`config.mk`:
```
export PLATFORM = sky130hd
export DESIGN_NAME = axi_txn_run_sequencer_flat
export DESIGN_NICKNAME = d
export VERILOG_FILES = /design/src/rtl/axi_txn_run_sequencer_if.sv /design/src/rtl/axi_txn_run_sequencer.sv /design/src/flat_wrapper.sv
export SDC_FILE = /design/constraint.sdc
export NUM_CORES = 1
export LEC_CHECK = 0
export ABC_AREA = 1
export BUFFER_PORTS_ARGS = -buffer_cell sky130_fd_sc_hd__buf_2
export CORE_MARGIN = 2
export CORE_UTILIZATION = 30
export CTS_BUF_LIST = sky130_fd_sc_hd__clkbuf_8
export CTS_CLUSTER_SIZE = 8
export DETAILED_ROUTE_END_ITERATION = 10
export PLACE_DENSITY = 0.55
export RECOVER_POWER = 50
export SYNTH_ARGS = -nofsm -noshare
export SYNTH_HDL_FRONTEND = slang
export SYNTH_SLANG_ARGS = --single-unit
export TNS_END_PERCENT = 50
```
`constraint.sdc`:
```
create_clock -name ACLK -period 2.65 [get_ports ACLK]
set_input_delay 0.1325 -clock ACLK [delete_from_list [all_inputs] [get_ports ACLK]]
set_output_delay 0.1325 -clock ACLK [all_outputs]
set_load 0.02 [all_outputs]
```
`src/rtl/axi_txn_run_sequencer_if.sv`:
```
// Bus bundle between the run sequencer, its test-control side and one AXI traffic controller.
// The slave modport is the sequencer's view; master is the control/controller side.
interface axi_txn_run_sequencer_if #(
    parameter int unsigned RUN_W = 16,
    parameter int unsigned GAP_W = 8
);
    logic             START;
    logic [RUN_W-1:0] NUM_RUNS;
    logic [GAP_W-1:0] GAP;
    logic             STOP_ON_ERR;
    logic             ABORT;
    logic             M_AXI_INIT_AXI_TXN;
    logic             M_AXI_TXN_DONE;
    logic             M_AXI_ERROR;
    logic             BUSY;
    logic             SEQ_DONE;
    logic             PASS;
    logic [RUN_W-1:0] RUN_COUNT;
    logic [RUN_W-1:0] ERR_COUNT;
    logic             TIMEOUT_ERR;
    logic             ABORTED;

    modport slave (
        input  START, NUM_RUNS, GAP, STOP_ON_ERR, ABORT, M_AXI_TXN_DONE, M_AXI_ERROR,
        output M_AXI_INIT_AXI_TXN, BUSY, SEQ_DONE, PASS, RUN_COUNT, ERR_COUNT,
               TIMEOUT_ERR, ABORTED
    );

    modport master (
        output START, NUM_RUNS, GAP, STOP_ON_ERR, ABORT, M_AXI_TXN_DONE, M_AXI_ERROR,
        input  M_AXI_INIT_AXI_TXN, BUSY, SEQ_DONE, PASS, RUN_COUNT, ERR_COUNT,
               TIMEOUT_ERR, ABORTED
    );
endinterface

```
`src/rtl/axi_txn_run_sequencer.sv`:
```
// Run sequencer: launches a programmed number of traffic-controller runs with an inter-run gap
// and per-run watchdog, accumulating run/error counts and a final pass/fail verdict.
module axi_txn_run_sequencer #(
    parameter int unsigned RUN_W          = 16,
    parameter int unsigned GAP_W          = 8,
    parameter int unsigned TIMEOUT_CYCLES = 4096
) (
    input logic                    ACLK,
    input logic                    ARESETN,
    axi_txn_run_sequencer_if.slave bus
);
    localparam int unsigned WD_W = $clog2(TIMEOUT_CYCLES + 1);

    typedef enum logic [2:0] {S_IDLE, S_GAP, S_RUN, S_CHECK, S_FINISH} state_e;

    state_e           state_q, state_n;
    logic [RUN_W-1:0] num_runs_q, num_runs_n;
    logic [GAP_W-1:0] gap_q, gap_n;
    logic [GAP_W-1:0] gap_cnt_q, gap_cnt_n;
    logic             stop_on_err_q, stop_on_err_n;
    logic [WD_W-1:0]  wd_q, wd_n;
    logic             done_q;
    logic             err_q, err_n;
    logic             init_q, init_n;
    logic             busy_q, busy_n;
    logic             seq_done_q, seq_done_n;
    logic             pass_q, pass_n;
    logic             timeout_q, timeout_n;
    logic             aborted_q, aborted_n;
    logic [RUN_W-1:0] run_count_q, run_count_n;
    logic [RUN_W-1:0] err_count_q, err_count_n;
    logic             done_edge_c;
    logic [GAP_W-1:0] start_gap_c;

    assign done_edge_c = bus.M_AXI_TXN_DONE & ~done_q;
    assign start_gap_c = (bus.GAP == '0) ? GAP_W'(1) : bus.GAP;

    always_ff @(posedge ACLK or negedge ARESETN) begin
        if (!ARESETN) state_q <= S_IDLE;
        else          state_q <= state_n;
    end

    always_comb begin
        state_n       = state_q;
        num_runs_n    = num_runs_q;
        gap_n         = gap_q;
        gap_cnt_n     = gap_cnt_q;
        stop_on_err_n = stop_on_err_q;
        wd_n          = wd_q;
        err_n         = err_q;
        seq_done_n    = 1'b0;
        pass_n        = pass_q;
        timeout_n     = timeout_q;
        aborted_n     = aborted_q;
        run_count_n   = run_count_q;
        err_count_n   = err_count_q;

        unique case (state_q)
            S_IDLE: begin
                if (bus.START) begin
                    num_runs_n    = bus.NUM_RUNS;
                    gap_n         = start_gap_c;
                    stop_on_err_n = bus.STOP_ON_ERR;
                    run_count_n   = '0;
                    err_count_n   = '0;
                    timeout_n     = 1'b0;
                    aborted_n     = 1'b0;
                    pass_n        = 1'b0;
                    if (bus.NUM_RUNS == '0) begin
                        state_n = S_FINISH;
                    end else begin
                        state_n   = S_GAP;
                        gap_cnt_n = start_gap_c;
                    end
                end
            end
            S_GAP: begin
                if (bus.ABORT) begin
                    aborted_n = 1'b1;
                    state_n   = S_FINISH;
                end else if (gap_cnt_q == GAP_W'(1)) begin
                    state_n = S_RUN;
                    wd_n    = WD_W'(1);
                end else begin
                    gap_cnt_n = gap_cnt_q - GAP_W'(1);
                end
            end
            // Abort outranks a same-cycle done-edge or timeout; done-edge outranks timeout.
            S_RUN: begin
                if (bus.ABORT) begin
                    aborted_n = 1'b1;
                    state_n   = S_FINISH;
                end else if (done_edge_c) begin
                    err_n   = bus.M_AXI_ERROR;
                    state_n = S_CHECK;
                end else if (wd_q == WD_W'(TIMEOUT_CYCLES)) begin
                    timeout_n = 1'b1;
                    state_n   = S_FINISH;
                end else begin
                    wd_n = wd_q + WD_W'(1);
                end
            end
            S_CHECK: begin
                run_count_n = run_count_q + RUN_W'(1);
                if (err_q && (err_count_q != '1)) err_count_n = err_count_q + RUN_W'(1);
                if (bus.ABORT) begin
                    aborted_n = 1'b1;
                    state_n   = S_FINISH;
                end else if (run_count_n == num_runs_q) begin
                    state_n = S_FINISH;
                end else if (err_q && stop_on_err_q) begin
                    state_n = S_FINISH;
                end else begin
                    state_n   = S_GAP;
                    gap_cnt_n = gap_q;
                end
            end
            S_FINISH: begin
                seq_done_n = 1'b1;
                pass_n     = (err_count_q == '0) & ~timeout_q & ~aborted_q;
                state_n    = S_IDLE;
            end
            default: state_n = S_IDLE;
        endcase

        init_n = (state_n == S_RUN) || (state_n == S_CHECK);
        busy_n = (state_n != S_IDLE);
    end

    // Datapath and registered outputs, all advanced from the next-state logic.
    always_ff @(posedge ACLK or negedge ARESETN) begin
        if (!ARESETN) begin
            num_runs_q    <= '0;
            gap_q         <= '0;
            gap_cnt_q     <= '0;
            stop_on_err_q <= 1'b0;
            wd_q          <= '0;
            done_q        <= 1'b0;
            err_q         <= 1'b0;
            init_q        <= 1'b0;
            busy_q        <= 1'b0;
            seq_done_q    <= 1'b0;
            pass_q        <= 1'b0;
            timeout_q     <= 1'b0;
            aborted_q     <= 1'b0;
            run_count_q   <= '0;
            err_count_q   <= '0;
        end else begin
            num_runs_q    <= num_runs_n;
            gap_q         <= gap_n;
            gap_cnt_q     <= gap_cnt_n;
            stop_on_err_q <= stop_on_err_n;
            wd_q          <= wd_n;
            done_q        <= bus.M_AXI_TXN_DONE;
            err_q         <= err_n;
            init_q        <= init_n;
            busy_q        <= busy_n;
            seq_done_q    <= seq_done_n;
            pass_q        <= pass_n;
            timeout_q     <= timeout_n;
            aborted_q     <= aborted_n;
            run_count_q   <= run_count_n;
            err_count_q   <= err_count_n;
        end
    end

    assign bus.M_AXI_INIT_AXI_TXN = init_q;
    assign bus.BUSY               = busy_q;
    assign bus.SEQ_DONE           = seq_done_q;
    assign bus.PASS               = pass_q;
    assign bus.RUN_COUNT          = run_count_q;
    assign bus.ERR_COUNT          = err_count_q;
    assign bus.TIMEOUT_ERR        = timeout_q;
    assign bus.ABORTED            = aborted_q;
endmodule

```
`src/flat_wrapper.sv`:
```
// flat-port wrapper written by rule: the top's interface ports become plain ports
module axi_txn_run_sequencer_flat 
#(
    parameter int unsigned RUN_W          = 16,
    parameter int unsigned GAP_W          = 8,
    parameter int unsigned TIMEOUT_CYCLES = 4096
)
  (ACLK, ARESETN, bus_START, bus_NUM_RUNS, bus_GAP, bus_STOP_ON_ERR, bus_ABORT, bus_M_AXI_TXN_DONE, bus_M_AXI_ERROR, bus_M_AXI_INIT_AXI_TXN, bus_BUSY, bus_SEQ_DONE, bus_PASS, bus_RUN_COUNT, bus_ERR_COUNT, bus_TIMEOUT_ERR, bus_ABORTED);
  axi_txn_run_sequencer_if #(.RUN_W(RUN_W), .GAP_W(GAP_W)) bus_i ();
  input logic ACLK;
  input logic ARESETN;
  input wire logic [$bits(bus_i.START)-1:0] bus_START;
  input wire logic [$bits(bus_i.NUM_RUNS)-1:0] bus_NUM_RUNS;
  input wire logic [$bits(bus_i.GAP)-1:0] bus_GAP;
  input wire logic [$bits(bus_i.STOP_ON_ERR)-1:0] bus_STOP_ON_ERR;
  input wire logic [$bits(bus_i.ABORT)-1:0] bus_ABORT;
  input wire logic [$bits(bus_i.M_AXI_TXN_DONE)-1:0] bus_M_AXI_TXN_DONE;
  input wire logic [$bits(bus_i.M_AXI_ERROR)-1:0] bus_M_AXI_ERROR;
  output wire logic [$bits(bus_i.M_AXI_INIT_AXI_TXN)-1:0] bus_M_AXI_INIT_AXI_TXN;
  output wire logic [$bits(bus_i.BUSY)-1:0] bus_BUSY;
  output wire logic [$bits(bus_i.SEQ_DONE)-1:0] bus_SEQ_DONE;
  output wire logic [$bits(bus_i.PASS)-1:0] bus_PASS;
  output wire logic [$bits(bus_i.RUN_COUNT)-1:0] bus_RUN_COUNT;
  output wire logic [$bits(bus_i.ERR_COUNT)-1:0] bus_ERR_COUNT;
  output wire logic [$bits(bus_i.TIMEOUT_ERR)-1:0] bus_TIMEOUT_ERR;
  output wire logic [$bits(bus_i.ABORTED)-1:0] bus_ABORTED;
  assign bus_i.START = bus_START;
  assign bus_i.NUM_RUNS = bus_NUM_RUNS;
  assign bus_i.GAP = bus_GAP;
  assign bus_i.STOP_ON_ERR = bus_STOP_ON_ERR;
  assign bus_i.ABORT = bus_ABORT;
  assign bus_i.M_AXI_TXN_DONE = bus_M_AXI_TXN_DONE;
  assign bus_i.M_AXI_ERROR = bus_M_AXI_ERROR;
  assign bus_M_AXI_INIT_AXI_TXN = bus_i.M_AXI_INIT_AXI_TXN;
  assign bus_BUSY = bus_i.BUSY;
  assign bus_SEQ_DONE = bus_i.SEQ_DONE;
  assign bus_PASS = bus_i.PASS;
  assign bus_RUN_COUNT = bus_i.RUN_COUNT;
  assign bus_ERR_COUNT = bus_i.ERR_COUNT;
  assign bus_TIMEOUT_ERR = bus_i.TIMEOUT_ERR;
  assign bus_ABORTED = bus_i.ABORTED;
  axi_txn_run_sequencer #(.RUN_W(RUN_W), .GAP_W(GAP_W), .TIMEOUT_CYCLES(TIMEOUT_CYCLES)) u_core (.ACLK(ACLK), .ARESETN(ARESETN), .bus(bus_i));
endmodule
```
==> insert_results.sql, run 1 <==
INSERT INTO impl_metrics (metric_group, metric, value, unit) VALUES
('run_status', 'run_status', 'finished, final reports clean', ''),
('clock_tree', 'cts_inserted_buffers', '9', ''),
('clock_tree', 'clockRootBuffer', 'sky130_fd_sc_hd__clkbuf_8', ''),
('synthesis', 'synthTopCellsByArea', 'sky130_fd_sc_hd__dfrtp_1 (43%), sky130_fd_sc_hd__nand2_1 (14%), sky130_fd_sc_hd__inv_1 (6.5%), sky130_fd_sc_hd__nand3_1 (5.6%), sky130_fd_sc_hd__o21ai_0 (4.4%)', ''),
('final_layout', 'ratio_of_cells_with_drive_above_1_in_the_final_layout', '13.5', '%'),
('setup_path', 'endpoint_kind', 'register', ''),
('clock_tree', 'cts.htree.levels', '3', ''),
('clock_tree', 'clkTransAtPathRegs', '90', 'ps'),
('final_layout', 'ant_diodes', '0', ''),
('synthesis', 'syn-num-nets', '733', ''),
('die', 'chipWidth', '136', 'microns'),
('die', 'core-area', '0.0171', 'sq mm'),
('sta', 'setup_viol', '0', ''),
('sta', 'slew_violations', '0', ''),
('routing', 'total_detailed_routing_wirelength', '14300', 'microns'),
('placement', 'place.port_buffers', '68', ''),
('synthesis', 'yosys_warnings', '0', ''),
('routing', 'via_per_inst', '4.83', ''),
('min_path', 'holdCritPathClass', 'primary input to register', ''),
('synthesis', 'yosys.cell_types.count', '48', ''),
('setup_path', 'crit_path_arrival_time', '2580', 'ps'),
('global_route', 'grt_antenna_before_repair', '0', ''),
('job', 'timing.max_cap.violations', '0', ''),
('setup_path', 'timing.critical_path.fanout_max', '10', ''),
('sta', 'final.hold.worst_slack', '20.6', 'ps'),
('routing', 'detail_route.iter0.violations', '362', ''),
('setup_path', 'critical_path_s_largest_stage_delay', '490', 'ps'),
('pwr', 'power_density', '754', 'mW/mm^2'),
('die', 'starting_utilization_of_the_core_area', '30.4', '%'),
('setup_path', 'crit_start', 'u_core.bus.RUN_COUNT[0]', ''),
('final_layout', 'areaGrowthSynthToFinish', '19.7', '%'),
('routing', 'detailroute.via_count', '4906', ''),
('routing', 'residual_drc', '0', ''),
('synthesis', 'postSynthRegisterBits', '89', ''),
('synthesis', 'post_synthesis_area_per_instance', '7.49', 'sq um'),
('placement', 'hpwlAfterDp', '10500', 'microns'),
('sta', 'unrepaired_setup_endpoints_after_global_routing', 'no', ''),
('global_route', 'grt_overflow_total', '0', ''),
('placement', 'global_placement_routability_congestion', '0.848', ''),
('global_route', 'grt.busiest_layer', 'met2', ''),
('sta', 'slew_headroom', '23.3', '%'),
('global_route', 'globalRouteMet1Util', '23.9', '%'),
('global_route', 'first_global_vias', '4658', ''),
('global_route', 'grt_pass1_wl', '23800', 'microns'),
('clock_tree', 'cts_post_setup_buffers_inserted', '0', ''),
('setup_path', 'worstReg2RegStart', 'u_core.bus.RUN_COUNT[0]', ''),
('sta', 'tightestPinTransition', '1150', 'ps'),
('global_route', 'overall_routing_resource_usage', '16.4', '%'),
('routing', 'ant_nets', '0', ''),
('synthesis', 'postSynthCellCount', '695', ''),
('global_route', 'maximum_number_of_pins_on_one_net_before_global_route_repair', '51', ''),
('synthesis', 'share_of_synthesized_area_occupied_by_flip_flops_and_latches', '42.8', '%'),
('clock_tree', 'cts.path.max_buffers', '2', ''),
('final_layout', 'num-nets-final', '823', ''),
('setup_path', 'path_common_cell', 'sky130_fd_sc_hd__nand2_1', ''),
('clock_tree', 'quantity_of_hold_fixing_buffers_added_after_cts', '14', ''),
('clock_tree', 'clock_latency', '370', 'ps'),
('die', 'die_y', '136', 'microns'),
('sta', 'maximum_frequency_from_static_timing_analysis', '439', 'MHz'),
('global_route', 'grt_util_met2', '24.7', '%'),
('sta', 'totalNegativeSetupSlack', '0', 'ps'),
('sta', 'min_period_over_period', '85.9', '%'),
('setup_path', 'slowest_stage', 'sky130_fd_sc_hd__dfrtp_1', ''),
('synthesis', 'top_cell_type_by_total_area_after_synthesis', 'sky130_fd_sc_hd__dfrtp_1', ''),
('sta', 'final_hold_viol_count', '0', ''),
('die', 'floorplan.die_area', '0.0184', 'sq mm'),
('setup_path', 'path_class', 'register to register', ''),
('synthesis', 'asyncSetResetFlopFracSynth', '100', '%'),
('synthesis', 'post_synth_top_flop', 'sky130_fd_sc_hd__dfrtp_1', ''),
('sta', 'layout_min_cycle_time', '2280', 'ps'),
('die', 'floorplan.rows', '48', '');
layer usage:
| layer | up-vias | part of all wire (%) |
|---|---|---|
| met3 | 15 | 3.9 |
| met4 | 0 | 1.5 |
| met2 | 124 | 44 |
| li1 | 2474 | - |
| met5 | - | 0 |
| met1 | 2293 | 51 |
stage by stage:
stage / utilization (%) / power (W) / area (sq um) / setup slack (ps) / cells
finish: 36.4 / 0.00470 / 6230 / 373 / 1015
detailed placement: 34.3 / 0.00350 / 5870 / 402 / 985
floorplan: - / 0.00301 / 5210 / 620 / 695
global route: 36.4 / 0.00507 / 6230 / 78.5 / 1015
CTS: 36.7 / 0.00476 / 6270 / 387 / 1015
global placement: 34.3 / 0.00349 / 5870 / 416 / 985
flip-flops by register name, indices dropped and copies added (netlist names), 3 cells and up:
name / cells
u_core.gap_cnt_q: 8
u_core.num_runs_q: 16
u_core.bus.ERR_COUNT: 16
u_core.state_q: 3
u_core.bus.RUN_COUNT: 16
u_core.gap_q: 8
u_core.wd_q: 13
cell usage in the layout (no fill, tap or decap), types with 6 or more instances in the layout:
| cell | netlist | routed |
|---|---|---|
| sky130_fd_sc_hd__nand3_1 | 58 | 58 |
| sky130_fd_sc_hd__nor4_1 | 12 | 12 |
| sky130_fd_sc_hd__nor3_1 | 17 | 17 |
| sky130_fd_sc_hd__o21ai_0 | 46 | 46 |
| sky130_fd_sc_hd__clkbuf_8 | 0 | 12 |
| sky130_fd_sc_hd__nand2_1 | 197 | 197 |
| sky130_fd_sc_hd__o31ai_1 | 6 | 6 |
| sky130_fd_sc_hd__xor2_1 | 9 | 9 |
| sky130_fd_sc_hd__clkbuf_1 | 8 | 19 |
| sky130_fd_sc_hd__inv_1 | 90 | 90 |
| sky130_fd_sc_hd__ha_1 | 7 | 7 |
| sky130_fd_sc_hd__nand4_1 | 20 | 20 |
| sky130_fd_sc_hd__buf_2 | 2 | 49 |
| sky130_fd_sc_hd__buf_4 | 1 | 7 |
| sky130_fd_sc_hd__a21oi_1 | 16 | 16 |
| sky130_fd_sc_hd__nor2_2 | 9 | 9 |
| sky130_fd_sc_hd__nor2_4 | 7 | 7 |
| sky130_fd_sc_hd__dlygate4sd3_1 | 0 | 14 |
| sky130_fd_sc_hd__dfrtp_1 | 89 | 89 |
| sky130_fd_sc_hd__nor2_1 | 51 | 51 |
final timing paths:
| check | to | slack [ps] | cells after the start |
|---|---|---|---|
| setup reg to reg | u_core.gap_cnt_q[5] | 370 | 13 |
| min in group asynchronous | u_core.bus.ERR_COUNT[3] | 470 | 2 |
| setup / recovery | u_core.gap_cnt_q[5] | 370 | 13 |
| hold / removal | u_core.num_runs_q[12] | 20 | 3 |
| hold reg to reg | u_core.gap_cnt_q[7] | 480 | 2 |
| max in group asynchronous | u_core.gap_cnt_q[4] | 470 | 3 |
Yosys cell counts, drive strengths merged, types with 5 or more instances:
master and instances:
nand2 199, inv 93, dfrtp 89, nor2 67, nand3 62, o21ai 48, nand4 21, nor3 19
a21oi 17, nor4 12, xor2 9, clkbuf 8, ha 7, o31ai 6, o22ai 5
power breakdown:
part           total (W)  switching, W  leakage (nW)  internal [W]
Combinational    0.00158       0.00101          1.62      0.000575
Sequential       0.00190      0.000227          1.18       0.00167
Clock            0.00122      0.000518         0.129      0.000705
cell type report:
cell class	count	area (sq um)
clock inverter	4	97.6
timing repair buffer	91	534
multi-input combinational	500	2570
fill	1826	10900
sequential	89	2230
tap	225	282
inverter	94	353
clock buffer	12	165
cells by family after synthesis:
logic type / share of synthesized area, %
AND/OR/NAND/NOR: 34.7
buffers and inverters: 7.76
AO/OA/AOI/OAI: 10.4
flip-flops: 42.8
XOR/XNOR: 2.64
adder cells (fa/ha/maj): 1.68
worst max-delay path: cells and delay by family, from the launching register on:
kind	cells	cell delay, ps
fa+ha+maj	1	250
flops	1	490
simple gates	12	1480
Power figures use the tool's default switching activity.
==> inputs of run 2 (changes only) <==
--- a/config.mk
+++ b/config.mk
@@ -12,8 +12,8 @@
 export CTS_BUF_LIST = sky130_fd_sc_hd__clkbuf_8
 export CTS_CLUSTER_SIZE = 8
 export DETAILED_ROUTE_END_ITERATION = 10
-export PLACE_DENSITY = 0.55
 export RECOVER_POWER = 50
+export SKIP_CTS_REPAIR_TIMING = 1
 export SYNTH_ARGS = -nofsm -noshare
 export SYNTH_HDL_FRONTEND = slang
 export SYNTH_SLANG_ARGS = --single-unit
==> run 2 against run 1 <==
Effect of this change:
- the run now ends with hold timing left
- critical path depth stayed put
- design area is 1.8% lower
- sequential share of layout area is 0.64 points higher
- largest cell class unchanged
- largest power group unchanged
==> insert_results.sql, run 2 (synthesis results as in run 1) <==
INSERT INTO impl_metrics (metric_group, metric, value, unit) VALUES
('run_status', 'run_status', 'complete, but fails checks', ''),
('run_status', 'violations', 'hold timing', ''),
('global_route', 'first_global_vias', '4535', ''),
('die', 'floorplan.die_area', '0.0184', 'sq mm'),
('global_route', 'maximum_number_of_pins_on_one_net_before_global_route_repair', '70', ''),
('die', 'core-area', '0.0171', 'sq mm'),
('global_route', 'grt_pass1_wl', '22900', 'microns'),
('routing', 'residual_drc', '0', ''),
('pwr', 'power_density', '729', 'mW/mm^2'),
('die', 'starting_utilization_of_the_core_area', '30.4', '%'),
('sta', 'min_period_over_period', '84.7', '%'),
('clock_tree', 'clock_latency', '380', 'ps'),
('routing', 'routedWlPerCell', '13.9', 'microns'),
('final_layout', 'fill_cells', '1816', ''),
('final_layout', 'ant_diodes', '0', ''),
('min_path', 'holdCritPathClass', 'primary input to register', ''),
('setup_path', 'timing.critical_path.required', '2970', 'ps'),
('final_layout', 'num-nets-final', '816', ''),
('final_layout', 'most-common-layout-cells', 'sky130_fd_sc_hd__nand2_1 (197), sky130_fd_sc_hd__inv_1 (90), sky130_fd_sc_hd__dfrtp_1 (89)', ''),
('die', 'chipWidth', '136', 'microns'),
('sta', 'tightestPinTransition', '1230', 'ps'),
('sta', 'unrepaired_setup_endpoints_after_global_routing', 'no', ''),
('sta', 'setup_viol', '0', ''),
('routing', 'detail_route.iter0.violations', '296', ''),
('sta', 'finalClockSkew', '16.7', 'ps'),
('setup_path', 'endpoint_kind', 'register', ''),
('final_layout', 'area_of_the_multi_input_gates', '0.00257', 'sq mm'),
('sta', 'layout_min_cycle_time', '2240', 'ps'),
('final_layout', 'layout.cells.most_common', 'sky130_fd_sc_hd__nand2_1', ''),
('die', 'io_pins', '69', ''),
('pwr', 'total_power', '0.00447', 'W'),
('min_path', 'hold_path_depth', '3', ''),
('setup_path', 'path_class', 'register to register', ''),
('clock_tree', 'cts.sinks', '89', ''),
('global_route', 'grt_overflow_total', '0', ''),
('placement', 'cell_count_after_placement', '984', ''),
('setup_path', 'timing.critical_path.fanout_max', '10', ''),
('die', 'die_y', '136', 'microns'),
('setup_path', 'worst_setup_path_start_kind', 'register', ''),
('clock_tree', 'clockRootBuffer', 'sky130_fd_sc_hd__clkbuf_8', ''),
('final_layout', 'ratio_of_cells_with_drive_above_1_in_the_final_layout', '13.5', '%'),
('final_layout', 'areaGrowthSynthToFinish', '17.6', '%'),
('clock_tree', 'cts_inserted_buffers', '9', ''),
('routing', 'via_per_inst', '4.76', ''),
('die', 'floorplan.rows', '48', ''),
('setup_path', 'crit_path_arrival_time', '2570', 'ps'),
('sta', 'final_hold_viol_count', '3', ''),
('sta', 'final.hold.worst_slack', '-17.1', 'ps'),
('placement', 'global_placement_routability_congestion', '0.841', ''),
('clock_tree', 'cts.htree.levels', '3', ''),
('min_path', 'min-delay-start', 'bus_NUM_RUNS[1]', ''),
('setup_path', 'worstReg2RegStart', 'u_core.bus.RUN_COUNT[0]', ''),
('routing', 'detailroute.via_count', '4800', ''),
('pwr', 'power.leakage', '2.89', 'nW'),
('min_path', 'destination_of_the_worst_hold_path', 'u_core.num_runs_q[1]', ''),
('setup_path', 'r2r_setup_slack', '410', 'ps'),
('pwr', 'power.ir.vdd_worst', '472', 'uV'),
('routing', 'drt-pass1-iter-count', '5', ''),
('sta', 'slew_violations', '0', ''),
('clock_tree', 'tritoncts_clock_tree', 'done', ''),
('global_route', 'grt_antenna_before_repair', '0', ''),
('job', 'timing.max_cap.violations', '0', ''),
('clock_tree', 'clkTransAtPathRegs', '100', 'ps'),
('placement', 'place.port_buffers', '68', ''),
('setup_path', 'rr_endpoint', 'u_core.gap_cnt_q[0]', ''),
('routing', 'ant_nets', '0', ''),
('sta', 'totalNegativeSetupSlack', '0', 'ps'),
('global_route', 'overall_routing_resource_usage', '15.9', '%'),
('final_layout', 'final_cells', '1008', ''),
('setup_path', 'worst_r2r_path_depth', '13', ''),
('routing', 'total_detailed_routing_wirelength', '14000', 'microns'),
('sta', 'maximum_frequency_from_static_timing_analysis', '446', 'MHz'),
('final_layout', 'ff_latch_area', '0.00223', 'sq mm'),
('clock_tree', 'cts.path.max_buffers', '2', ''),
('placement', 'hpwlAfterDp', '10200', 'microns'),
('sta', 'slew_headroom', '17.9', '%');
[run 2: how the worst max path moves through the flow]
stage               slack, ps                  end                     from  cells after the start
global placement          410  u_core.gap_cnt_q[2]  u_core.bus.RUN_COUNT[0]                     13
floorplan                 620  u_core.gap_cnt_q[0]  u_core.bus.RUN_COUNT[0]                     13
detailed placement        360  u_core.gap_cnt_q[0]  u_core.bus.RUN_COUNT[0]                     13
CTS                       360  u_core.gap_cnt_q[0]  u_core.bus.RUN_COUNT[0]                     13
global route               80  u_core.gap_cnt_q[4]  u_core.bus.RUN_COUNT[0]                     13
finish                    410  u_core.gap_cnt_q[0]  u_core.bus.RUN_COUNT[0]                     13
[run 2: area by class of cell]
cell class                 count  area share, %
clock buffer                  11           2.47
clock inverter                 5          0.879
inverter                      94           5.76
multi-input combinational    500           42.1
sequential                    89           36.4
tap                          225           4.60
timing repair buffer          84           7.87
[run 2: per-layer routing]
| metal | track usage, % | wire [microns] | vias to the layer above |
|---|---|---|---|
| met5 | 0 | 0 | - |
| met1 | 22.8 | 7000 | 2217 |
| met3 | 2.02 | 531 | 17 |
| li1 | - | - | 2467 |
| met4 | 6.08 | 255 | 0 |
| met2 | 24.5 | 6180 | 99 |
[run 2: metrics by stage]
step | cell area [sq um] | utilization [%] | worst slack [ps]
2_1_floorplan | 5210 | - | 620
3_3_place_gp | 5860 | 34.3 | 411
3_5_place_dp | 5860 | 34.3 | 361
4_1_cts | 6070 | 35.5 | 357
5_1_grt | 6120 | 35.8 | 77.4
6_report | 6120 | 35.8 | 406
[run 2: worst max-delay path, stage by stage, from the launching register on]
cell and delay [ps]:
sky130_fd_sc_hd__dfrtp_1 480, sky130_fd_sc_hd__ha_1 250, sky130_fd_sc_hd__nand2_1 100, sky130_fd_sc_hd__nor2_4 190, sky130_fd_sc_hd__nand3_1 130, sky130_fd_sc_hd__nand2_1 110
sky130_fd_sc_hd__nand2_1 50, sky130_fd_sc_hd__nand2_1 70, sky130_fd_sc_hd__nand3_2 70, sky130_fd_sc_hd__nor2_2 200, sky130_fd_sc_hd__nand4_4 240, sky130_fd_sc_hd__nand3_4 180
sky130_fd_sc_hd__nand2_1 70, sky130_fd_sc_hd__nand2_1 60
[run 2: report_power, final]
group	switching (W)	total, W	internal (W)
registers	0.000228	0.00190	0.00167
logic	0.00100	0.00156	0.000561
clock network	0.000519	0.00100	0.000485
total	0.00175	0.00447	0.00272
